**src/rtl/cal_mon_pkg.sv**
```systemverilog
// Shared definitions for the calibration pulse monitor: FSM encoding,
// readout select codes, the triplicable core state record and helpers.
package cal_mon_pkg;

    typedef enum logic [1:0] {
        StIdle   = 2'b00,
        StArmed  = 2'b01,
        StTiming = 2'b10
    } cal_state_e;

    localparam logic [1:0] RdSelHit      = 2'd0;
    localparam logic [1:0] RdSelTmoStray = 2'd1;
    localparam logic [1:0] RdSelOvlLat   = 2'd2;
    localparam logic [1:0] RdSelStatus   = 2'd3;

    localparam int unsigned DefMaxLat = 255;

    // Everything that is triplicated when TMR is enabled lives in this record.
    typedef struct packed {
        cal_state_e  state;
        logic [7:0]  timer;
        logic [1:0]  src;
        logic [11:0] hit;
        logic [7:0]  tmo;
        logic [7:0]  stray;
        logic [7:0]  ovl;
        logic [7:0]  latency;
    } cal_core_t;

    function automatic logic [7:0] sat_inc8(input logic [7:0] v);
        return (v == 8'hFF) ? v : v + 8'd1;
    endfunction

    // Bitwise 2-of-3 majority over the whole record.
    function automatic cal_core_t vote3(input cal_core_t a, input cal_core_t b,
                                        input cal_core_t c);
        return cal_core_t'((a & b) | (a & c) | (b & c));
    endfunction

endpackage

```
**src/rtl/sync_edge.sv**
```systemverilog
// Two-flop synchronizer for an asynchronous level followed by a
// rising-edge detector on the synchronized signal.
module sync_edge (
    input  logic i_clk,
    input  logic i_rst,
    input  logic i_async,
    output logic o_rise
);

    logic r_meta;
    logic r_sync;
    logic r_sync_prev;

    // Synchronizer chain plus one delayed copy for edge detection.
    always_ff @(posedge i_clk or posedge i_rst) begin
        if (i_rst) begin
            r_meta      <= 1'b0;
            r_sync      <= 1'b0;
            r_sync_prev <= 1'b0;
        end else begin
            r_meta      <= i_async;
            r_sync      <= r_meta;
            r_sync_prev <= r_sync;
        end
    end

    assign o_rise = r_sync & ~r_sync_prev;

endmodule

```
**src/rtl/cal_pulse_mon.sv**
```systemverilog
// Calibration pulse monitor: measures the latency from a pulse-count change
// to the returning trigger, and keeps hit/timeout/stray/overlap statistics
// with a request/acknowledge register readout.
module cal_pulse_mon
    import cal_mon_pkg::*;
#(
    parameter int unsigned TMR     = 0,
    parameter int unsigned MAX_LAT = DefMaxLat
) (
    input  logic        CLK40,
    input  logic        RST_RESYNC,
    input  logic [11:0] INJPLSCNT,
    input  logic [11:0] EXTPLSCNT,
    input  logic        TRG_PULSE,
    input  logic        MEAS_EN,
    input  logic        CLR_STATS,
    input  logic [1:0]  RD_SEL,
    input  logic        RD_REQ,
    output logic        RD_ACK,
    output logic [15:0] RD_DATA,
    output logic        LAT_VLD,
    output logic [7:0]  LATENCY
);

    localparam logic [7:0] MaxLatC = 8'(MAX_LAT);

    logic        w_trg_edge;
    logic [11:0] r_inj_prev;
    logic [11:0] r_ext_prev;
    logic        r_prev_vld;
    logic [1:0]  w_src;
    logic        w_evt;
    cal_core_t   w_core_q;
    cal_core_t   w_core_d;
    logic        w_lat_vld_d;
    logic        r_lat_vld;
    logic        r_rd_req_prev;
    logic        r_rd_ack;
    logic [15:0] r_rd_data;
    logic [15:0] w_rd_mux;

    sync_edge u_trg_sync (
        .i_clk   (CLK40),
        .i_rst   (RST_RESYNC),
        .i_async (TRG_PULSE),
        .o_rise  (w_trg_edge)
    );

    // Previous pulse counts; r_prev_vld masks the compare in the first cycle after reset.
    always_ff @(posedge CLK40 or posedge RST_RESYNC) begin
        if (RST_RESYNC) begin
            r_inj_prev <= '0;
            r_ext_prev <= '0;
            r_prev_vld <= 1'b0;
        end else begin
            r_inj_prev <= INJPLSCNT;
            r_ext_prev <= EXTPLSCNT;
            r_prev_vld <= 1'b1;
        end
    end

    assign w_src = {r_prev_vld & (EXTPLSCNT != r_ext_prev),
                    r_prev_vld & (INJPLSCNT != r_inj_prev)};
    assign w_evt = |w_src;

    // Core state storage: three voted copies or a single copy.
    if (TMR != 0) begin : g_tmr
        (* keep = "true", dont_touch = "true" *) cal_core_t r_core [3];

        // Each copy loads the same next state computed from the voted value.
        always_ff @(posedge CLK40 or posedge RST_RESYNC) begin
            if (RST_RESYNC) begin
                for (int i = 0; i < 3; i++) begin
                    r_core[i] <= '0;
                end
            end else begin
                for (int i = 0; i < 3; i++) begin
                    r_core[i] <= w_core_d;
                end
            end
        end

        assign w_core_q = vote3(r_core[0], r_core[1], r_core[2]);
    end else begin : g_single
        cal_core_t r_core;

        // Single unprotected copy of the core state.
        always_ff @(posedge CLK40 or posedge RST_RESYNC) begin
            if (RST_RESYNC) begin
                r_core <= '0;
            end else begin
                r_core <= w_core_d;
            end
        end

        assign w_core_q = r_core;
    end

    // Measurement FSM next state, timer and statistics updates.
    always_comb begin
        w_core_d    = w_core_q;
        w_lat_vld_d = 1'b0;
        if (!MEAS_EN) begin
            w_core_d.state = StIdle;
            w_core_d.timer = '0;
        end else begin
            unique case (w_core_q.state)
                StIdle: begin
                    w_core_d.state = StArmed;
                    w_core_d.timer = '0;
                end
                StArmed: begin
                    // A coincident trigger cannot belong to this pulse: count it stray.
                    if (w_trg_edge) begin
                        w_core_d.stray = sat_inc8(w_core_q.stray);
                    end
                    if (w_evt) begin
                        w_core_d.timer = '0;
                        w_core_d.src   = w_src;
                        w_core_d.state = StTiming;
                    end
                end
                StTiming: begin
                    if (w_trg_edge) begin
                        w_core_d.latency = w_core_q.timer;
                        w_core_d.hit     = w_core_q.hit + 12'd1;
                        w_lat_vld_d      = 1'b1;
                    end
                    if (w_evt) begin
                        if (!w_trg_edge) begin
                            w_core_d.ovl = sat_inc8(w_core_q.ovl);
                        end
                        w_core_d.timer = '0;
                        w_core_d.src   = w_src;
                    end else if (w_trg_edge) begin
                        w_core_d.timer = '0;
                        w_core_d.state = StArmed;
                    end else if (w_core_q.timer == MaxLatC) begin
                        w_core_d.tmo   = sat_inc8(w_core_q.tmo);
                        w_core_d.timer = '0;
                        w_core_d.state = StArmed;
                    end else begin
                        w_core_d.timer = w_core_q.timer + 8'd1;
                    end
                end
                default: begin
                    w_core_d.state = StIdle;
                    w_core_d.timer = '0;
                end
            endcase
        end
        // Clearing wins over any same-cycle increment and suppresses the strobe.
        if (CLR_STATS) begin
            w_core_d.hit     = '0;
            w_core_d.tmo     = '0;
            w_core_d.stray   = '0;
            w_core_d.ovl     = '0;
            w_core_d.latency = '0;
            w_lat_vld_d      = 1'b0;
        end
    end

    // Latency-valid strobe register.
    always_ff @(posedge CLK40 or posedge RST_RESYNC) begin
        if (RST_RESYNC) begin
            r_lat_vld <= 1'b0;
        end else begin
            r_lat_vld <= w_lat_vld_d;
        end
    end

    // Readout register select.
    always_comb begin
        w_rd_mux = '0;
        case (RD_SEL)
            RdSelHit:      w_rd_mux = {4'h0, w_core_q.hit};
            RdSelTmoStray: w_rd_mux = {w_core_q.tmo, w_core_q.stray};
            RdSelOvlLat:   w_rd_mux = {w_core_q.ovl, w_core_q.latency};
            RdSelStatus:   w_rd_mux = {w_core_q.state, w_core_q.src, 12'h000};
            default:       w_rd_mux = '0;
        endcase
    end

    // Readout handshake: capture on request rise, hold until the request drops.
    always_ff @(posedge CLK40 or posedge RST_RESYNC) begin
        if (RST_RESYNC) begin
            r_rd_req_prev <= 1'b0;
            r_rd_ack      <= 1'b0;
            r_rd_data     <= '0;
        end else begin
            r_rd_req_prev <= RD_REQ;
            if (RD_REQ && !r_rd_req_prev) begin
                r_rd_ack  <= 1'b1;
                r_rd_data <= w_rd_mux;
            end else if (!RD_REQ) begin
                r_rd_ack <= 1'b0;
            end
        end
    end

    assign RD_ACK  = r_rd_ack;
    assign RD_DATA = r_rd_data;
    assign LAT_VLD = r_lat_vld;
    assign LATENCY = w_core_q.latency;

endmodule
```
**config.mk**
```make
export PLATFORM = sky130hd
export DESIGN_NAME = cal_pulse_mon
export DESIGN_NICKNAME = d
export VERILOG_FILES = /design/src/rtl/cal_mon_pkg.sv /design/src/rtl/sync_edge.sv /design/src/rtl/cal_pulse_mon.sv
export SDC_FILE = /design/constraint.sdc
export NUM_CORES = 1
export LEC_CHECK = 0
export CORE_UTILIZATION = 34
export CTS_CLUSTER_SIZE = 40
export DETAILED_ROUTE_END_ITERATION = 10
export GPL_TIMING_DRIVEN = 0
export PLACE_DENSITY_LB_ADDON = 0.12
export SLEW_MARGIN = 30
export SYNTH_ARGS = -nofsm -noshare
export SYNTH_HDL_FRONTEND = slang
export SYNTH_SLANG_ARGS = --single-unit
```
**constraint.sdc**
```tcl
create_clock -name CLK40 -period 4.4 [get_ports CLK40]
set_input_delay 1.32 -clock CLK40 [delete_from_list [all_inputs] [get_ports CLK40]]
set_output_delay 1.32 -clock CLK40 [all_outputs]
set_load 0.01 [all_outputs]
```
==> results list, run 1 <==
* Master cell of the clock root buffer: sky130_fd_sc_hd__clkbuf_16
- Leakage power figure: 2.44 nW
- Dividing the detail-routed via count by the number of cells gives 5.03.
- The worst setup path is captured at a flop.
- The first global-routing pass estimated 18.8 mm of wire.
- After global routing the overflow that remains totals 0.
* Number of warnings printed during yosys synthesis: 0
- The routed design could run at a clock period as short as 3.41 ns.
* Worst-case hold slack: about 0.35 ns
- The largest total area in the synthesized netlist belongs to sky130_fd_sc_hd__dfrtp_1.
* Max Fanout on Critical Path: 10
- The longest clock path from root to sink contains 2 buffers.
* Crit path largest cell delay: roughly 0.47 ns
- For the worst-skew pair, the clock arrives at the later sink with an insertion delay of 0.35 ns.
- The most used flip-flop cell after synthesis is sky130_fd_sc_hd__dfrtp_1.
* Yosys top cell area share: 0.537
- Tightest slew margin relative to the limit: 0.615
- Yosys mapped the design onto 47 distinct sky130hd cell types.
- The worst setup path is of the input pin to flop kind.
- Sorting the synthesized cells by how often they occur yields sky130_fd_sc_hd__dfrtp_1 (103), sky130_fd_sc_hd__nand2_1 (49), sky130_fd_sc_hd__a21oi_1 (43), sky130_fd_sc_hd__nor2_1 (43), sky130_fd_sc_hd__o21ai_0 (39).
* Total of cells resized after clock tree synthesis: 0
- In this run, synthesis produced a sequential element count of 103.
* All-layer global routing usage: 0.166
- Of the cells placed in the final design, the portion with a size suffix greater than 1 is 0.0601.
- By area the synthesized netlist is led by sky130_fd_sc_hd__dfrtp_1 (54%), sky130_fd_sc_hd__xor2_1 (5.7%), sky130_fd_sc_hd__a21oi_1 (4.5%).
- The number of antenna diodes in the final layout is 0.
- Via count of the first global-routing pass: between 3k and 4k
- For the final database, setup skew stands at 0.00624 ns.
- Final count of negative-setup-slack endpoints: 0
* Proportion of synthesized flip-flops having asynchronous set or reset: 1.00
- Count of final hold-check violations: 0
- TritonCTS Sinks: 103
- TritonRoute pass-1 iters: 4
- For the pin with the worst max-slew slack, the measured transition is 0.577 ns.
* Cells along the critical path: clkdlybuf4s50_1 > xor2_1 > nor4_1 > nand3_1 > o21a_2 > clkbuf_1 > o31ai_1 > a21oi_1
* Number of setup buffers added after CTS: 0
- WL/cell: between 15 and 20 µm
- Violation count after the first detailed-routing iteration: between 150 and 200
- Initial core utilization: 0.347
* Kind of start point of the critical path: input pin
* Unrepaired setup endpoints after global routing: no
* Detailed-route wire length: 11.0 mm
- Power spread over the standard cell area amounts to 328 mW/mm².
- A synthesized cell averages 10.0 µm².
- The floorplan step defined a core boundary enclosing 0.0138 mm².
- The min-delay analysis places its worst path in the category flop to flop.
* Vias after detailed routing: 3666
- The number of antenna violations at the first check in global routing is 1.
- Final layout net count: 583
- Number of hold buffers added after CTS: 0
- Clock-pin slew of the registers on the worst-case setup and hold paths: 0.07 ns
- Once routing completed, OpenROAD measured the worst setup slack at 0.989 ns.
- Number of buffers added by the clock tree synthesis step: 9
- PnR Total Power: a little under 2 mW
* Proportion of synthesized chip area in sequential cells: 0.537
- Static timing analysis puts the maximum clock frequency at 0.293 GHz.
- Pre-CTS setup slack: just under 0.7 ns
- Slowest cell on crit path: sky130_fd_sc_hd__nor4_1
- Weighted congestion reported at the end of routability-driven placement: 0.796
* Peak supply drop: 0.148 mV
* I/O pin count: 58
* Number of input and output port buffers inserted: 55
* Post-route ant nets: 0
* DP Wirelength: approximately 8.0 mm
- Final worst path period share: 0.775
- After floorplanning, the core was divided into 43 placement rows.
- Worst endpoint data arrival time: 3.62 ns
- Among all cell types in the netlist, the one instantiated most often is sky130_fd_sc_hd__dfrtp_1.
* Maximum number of pins on one net before global-route repair: between 50 and 60
- CTS tree: built
- Required time of the worst setup path: ~4.6 ns
- The die covers 0.0146 mm².
* Post-synthesis instance area: a little under 0.005 mm²
* Die extent in y: around 120 µm
- Horizontal die dimension: roughly 120 µm
- Yosys mapped a number of flops with a built-in enable equal to 0.
- Max-cap violations in this run came to 0.
- Gate Count Post-Synth: 479
- The final max-slew violation count was 0.
* Layout overhead on the synthesized area: 22.7%
- The flow ran to the end, and the final reports show no timing, DRC or antenna violations.
* Post-Synthesis Net Count: 516
- For this run, design rule violations remaining after detail routing come to 0.
- Number of levels in the clock H-tree: 3
[metal layers]
| metal | global-route usage | part of all wire |
|---|---|---|
| met1 | 0.230 | 0.50 |
| met2 | 0.253 | 0.44 |
| met3 | 0.0282 | 0.035 |
| met4 | 0.0772 | 0.020 |
| met5 | 0 | 0.0012 |
[area by class of cell]
type	instances	area [µm²]
sequential	103	2580
multi-input combinational	339	2050
fill	1327	7940
buffer	28	139
inverter	9	38.8
tap	180	225
clock buffer	13	250
clock inverter	1	30.0
timing repair buffer	56	578
[worst paths after layout]
check	endpoint	slack, ns	cells after the start	from
min	u_trg_sync.r_sync$_DFF_PP0_	0.35	0	u_trg_sync.r_meta$_DFF_PP0_
min reg2reg	u_trg_sync.r_sync$_DFF_PP0_	0.35	0	u_trg_sync.r_meta$_DFF_PP0_
max in group asynchronous	RD_DATA[5]$_DFFE_PP0P_	2.38	3	RST_RESYNC
max	g_single.r_core[26]$_DFFE_PP0P_	0.99	8	EXTPLSCNT[11]
min in group asynchronous	g_single.r_core[27]$_DFFE_PP0P_	1.38	2	RST_RESYNC
max reg2reg	g_single.r_core[26]$_DFFE_PP0P_	2.03	7	r_ext_prev[11]$_DFF_PP0_
[critical path, delay by kind of cell]
family	cells	cell delay, ns
AOI/OAI and AO/OA	3	0.74
xor gates and xnor gates	1	0.15
buffers and inverters	2	0.70
and+or+nand+nor	2	0.70
[power by group]
group	internal [mW]	switching (mW)	total, mW
Combinational	0.0670	0.0912	0.158
Sequential	0.974	0.0149	0.989
Clock	0.451	0.332	0.784
Total	1.49	0.439	1.93
[per-stage QoR]
step	cell area, µm²	std cells	setup TNS, ns	util
after floorplan	4800	479	0	-
after global placement	5580	714	-127.39	0.403
after detailed placement	5610	715	0	0.406
after CTS	5890	729	0	0.426
after global routing	5890	729	0	0.426
final	5890	729	0	0.426
[flip-flops by register name, summed over array words and instances (netlist names)]
name                    flops
u_trg_sync.r_sync           1
RD_ACK                      1
r_rd_req_prev               1
r_ext_prev                 12
LAT_VLD                     1
LATENCY                     8
r_prev_vld                  1
g_single.r_core            48
u_trg_sync.r_meta           1
RD_DATA                    16
u_trg_sync.r_sync_prev      1
r_inj_prev                 12
[cells by family after synthesis]
logic type	count (synthesis)	synth area share
AND/OR/NAND/NOR	171	0.177
flip-flops	103	0.537
XOR/XNOR	41	0.0748
multiplexers	16	0.0341
adder cells (fa/ha/maj)	5	0.0130
buffers and inverters	37	0.0359
other	1	0.000781
AO/OA/AOI/OAI	105	0.127
[cells in the final DEF (no fill, tap or decap), types with 8 or more instances in the layout]
master	instances
sky130_fd_sc_hd__and3_1	9
sky130_fd_sc_hd__buf_4	8
sky130_fd_sc_hd__mux2i_1	13
sky130_fd_sc_hd__nor2_1	43
sky130_fd_sc_hd__inv_1	8
sky130_fd_sc_hd__clkbuf_1	20
sky130_fd_sc_hd__dfrtp_1	103
sky130_fd_sc_hd__a21oi_1	43
sky130_fd_sc_hd__or3_1	15
sky130_fd_sc_hd__nand3_1	17
sky130_fd_sc_hd__xor2_1	31
sky130_fd_sc_hd__o21ai_0	39
sky130_fd_sc_hd__xnor2_1	10
sky130_fd_sc_hd__nand4_1	9
sky130_fd_sc_hd__nand2_1	49
sky130_fd_sc_hd__clkdlybuf4s50_1	55
sky130_fd_sc_hd__clkbuf_16	9
No activity file was read; power rests on OpenSTA's default activity.
==> run 2: changes to the inputs <==
- clock period: 4.4 -> 3.14 ns (I/O delays scaled with it)
==> results list, run 2 (synthesized netlist as in run 1, its figures left out) <==
* DP Wirelength: between 8 and 9 mm
* CP Capture Type: flop
* Number of vias per cell: slightly below 5
* Part of the total power dissipated in combinational logic: 0.087
* Net Sw Power: between 600 and 700 µW
* Largest reg by FF count: g_single.r_core
- Setup violations remaining at the end of the flow were counted as 0.
- Power spread over the standard cell area amounts to 448 mW/mm².
- Worst endpoint data arrival time: 3.12 ns
* TritonCTS Sinks: roughly 100
- In this run the number of cells on the critical path is 8.
* Unrepaired setup endpoints after global routing: no
* Number of levels in the clock H-tree: 3
- # diodes: 0
* PnR Total Power: between 2 and 3 mW
- Counting along the longest clock path gives a buffer depth of 2.
* Startpoint of the tightest hold check path: u_trg_sync.r_meta$_DFF_PP0_
- The initial utilization of the core area, before any placement, comes to 0.347.
- Global-route wire length before repair: 18.9 mm
- Final layout net count: ~590
* Clock network power share: 0.393
- After clock tree synthesis, the clock-pin slew on the worst setup and hold paths is 0.07 ns.
- I/O pin count: 58
* Horizontal die dimension: between 100 and 150 µm
- At the end of routability-driven placement, the weighted congestion stood at about 0.79.
- Kind of start point of the critical path: input pin
* Leakage power figure: roughly 2.5 nW
* Number of input and output port buffers inserted: 55
- The critical path starts at EXTPLSCNT[11].
- The worst setup path is of the input pin to flop kind.
- Peak supply drop: 0.267 mV
* Number of remaining DRC errors: 0
- Overflow after GRT: 0
* Actual transition at the worst max-transition pin: 0.591 ns
* All-layer global routing usage: 0.168
- Crit path largest cell delay: 0.44 ns
- FMAX: 0.344 GHz
* Die area: 0.0146 mm²
- Clock Skew: 0.0100 ns
* Worst-case register-to-register setup slack: between 0.8 and 0.9 ns
* Detailed-route wire length: 11.0 mm
- For the worst setup path, the data required time is 3.35 ns.
* Fin crit period: around 2.9 ns
- Counting both buffers and inverters, the worst setup path holds a total of 2.
* Post-route ant nets: 0
- Violation count after the first detailed-routing iteration: 175
- On the critical path the largest part of the delay comes from compound AO/OA/AOI/OAI gates.
- Leaving out fill and tap cells, the most frequent cells in the layout are sky130_fd_sc_hd__dfrtp_1 (103), sky130_fd_sc_hd__clkdlybuf4s50_1 (55), sky130_fd_sc_hd__nand2_1 (49).
- Number of hold buffers added after CTS: 0
* Flip-flop count of the largest register after layout: 48
* Internal power of the cells: 2.03 mW
- FP Rows: 43
- Count of placed standard cells including taps: 718
- Count of final hold-check violations: 0
- Type of the tightest min-delay check: flop to flop
- Of all nets on the critical path, the largest fanout is 10.
- TritonCTS built the clock tree.
- OpenSTA, run right after detailed placement, puts the worst setup slack at -0.130 ns.
- Share of total power consumed by net switching: 0.239
* Vias after detailed routing: 3641
- Counting the buffers created by CTS gives 9.
- The core region is 0.0138 mm².
- WL/cell: 15.0 µm
- RR Startpoint: r_ext_prev[11]$_DFF_PP0_
- Final worst path period share: 0.926
- Most common library cell in the layout ignoring fill and taps: sky130_fd_sc_hd__dfrtp_1
- In this run the tightest slew margin relative to its limit is 0.606.
* Worst R2R End: g_single.r_core[26]$_DFFE_PP0P_
* Pins Over Slew Limit: 0
* Setup_tns: 0 ns
- Walking the worst path, the cells encountered are clkdlybuf4s50_1 > xor2_1 > nor4_1 > nand3_1 > o21a_2 > clkbuf_1 > o31ai_1 > a21oi_1.
- Number of standard cells in the layout, taps in and fillers out: 734
- Worst reg-to-reg path cell count: 7
* Worst-case hold slack: 0.353 ns
* Maximum number of pins on one net before global-route repair: 28
- The die is ~120 µm tall.
- On the critical path, the stage with the largest delay is an instance of sky130_fd_sc_hd__clkdlybuf4s50_1.
* Worst skew pair latency: about 0.36 ns
- Total of cells resized after clock tree synthesis: 0
- In the final layout, the share of cells above drive strength 1 is 0.0686.
- Capturing element of the worst setup path: g_single.r_core[26]$_DFFE_PP0P_
- Max-cap viol count: 0
- Compared with the post-synthesis result, the final layout area differs by 23.8%.
- The flow ran to the end, and the final reports show no timing, DRC or antenna violations.
- Layout filler cell count: 1314
- Fraction of power consumed by sequential logic: 0.520
* Master cell of the clock root buffer: sky130_fd_sc_hd__clkbuf_16
* Via count of the first global-routing pass: roughly 3.7k
- The pre-antenna-repair detailed-routing pass consisted of 4 iterations.
- The worst path meets setup with 0.232 ns of slack.
- The number of antenna violations at the first check in global routing was 0.
* Number of setup buffers added after CTS: 0
[run 2: per-layer routing]
metal / vias up / GRT usage / share of wire
met1: 1757 / 0.233 / 0.49
li1: 1802 / - / -
met3: 9 / 0.0395 / 0.044
met5: - / 0 / 0
met2: 73 / 0.259 / 0.45
met4: 0 / 0.0532 / 0.013
[run 2: area by class of cell]
class                      count  area, µm²  share of cell area
multi-input combinational    339       2050               0.345
buffer                        28        139              0.0234
timing repair buffer          59        646               0.109
inverter                       9       37.5             0.00631
sequential                   103       2580               0.433
tap                          180        225              0.0379
clock buffer                  13        250              0.0421
clock inverter                 3       18.8             0.00316
[run 2: through the flow]
step | cell area [µm²] | utilization
floorplan | 4810 | -
global placement | 5580 | 0.404
detailed placement | 5680 | 0.411
CTS | 5950 | 0.430
global route | 5950 | 0.430
finish | 5950 | 0.430
[run 2: how the worst min path moves through the flow]
stage                                  endpoint  cells past startpoint
global route        u_trg_sync.r_sync$_DFF_PP0_                      0
global placement    u_trg_sync.r_sync$_DFF_PP0_                      0
floorplan           u_trg_sync.r_sync$_DFF_PP0_                      0
detailed placement  u_trg_sync.r_sync$_DFF_PP0_                      0
finish              u_trg_sync.r_sync$_DFF_PP0_                      0
CTS                 u_trg_sync.r_sync$_DFF_PP0_                      0
[run 2: power groups by stage]
stage / sequential [mW] / clock (mW) / combinational (mW)
final: 1.38 / 1.05 / 0.231
after global routing: 1.39 / 1.14 / 0.258
after CTS: 1.38 / 1.08 / 0.237
after detailed placement: 1.41 / 0 / 0.236
after global placement: 1.41 / 0 / 0.218
after floorplan: 1.41 / 0 / 0.120
==> run 3: changes to the inputs <==
- clock period: 3.14 -> 3.4 ns (I/O delays scaled with it)
==> results of run 3 <==
Same layout as run 2 (identical final DEF). Status: complete, no violations.
Among the figures that moved: setup slack after placement -0.130 ns -> 0.0523 ns; setup slack after layout 0.232 ns -> 0.414 ns; register-to-register setup slack 0.89 ns -> 1.15 ns; total power 2.66 mW -> 2.46 mW; worst IR drop on VDD 0.267 mV -> 0.246 mV
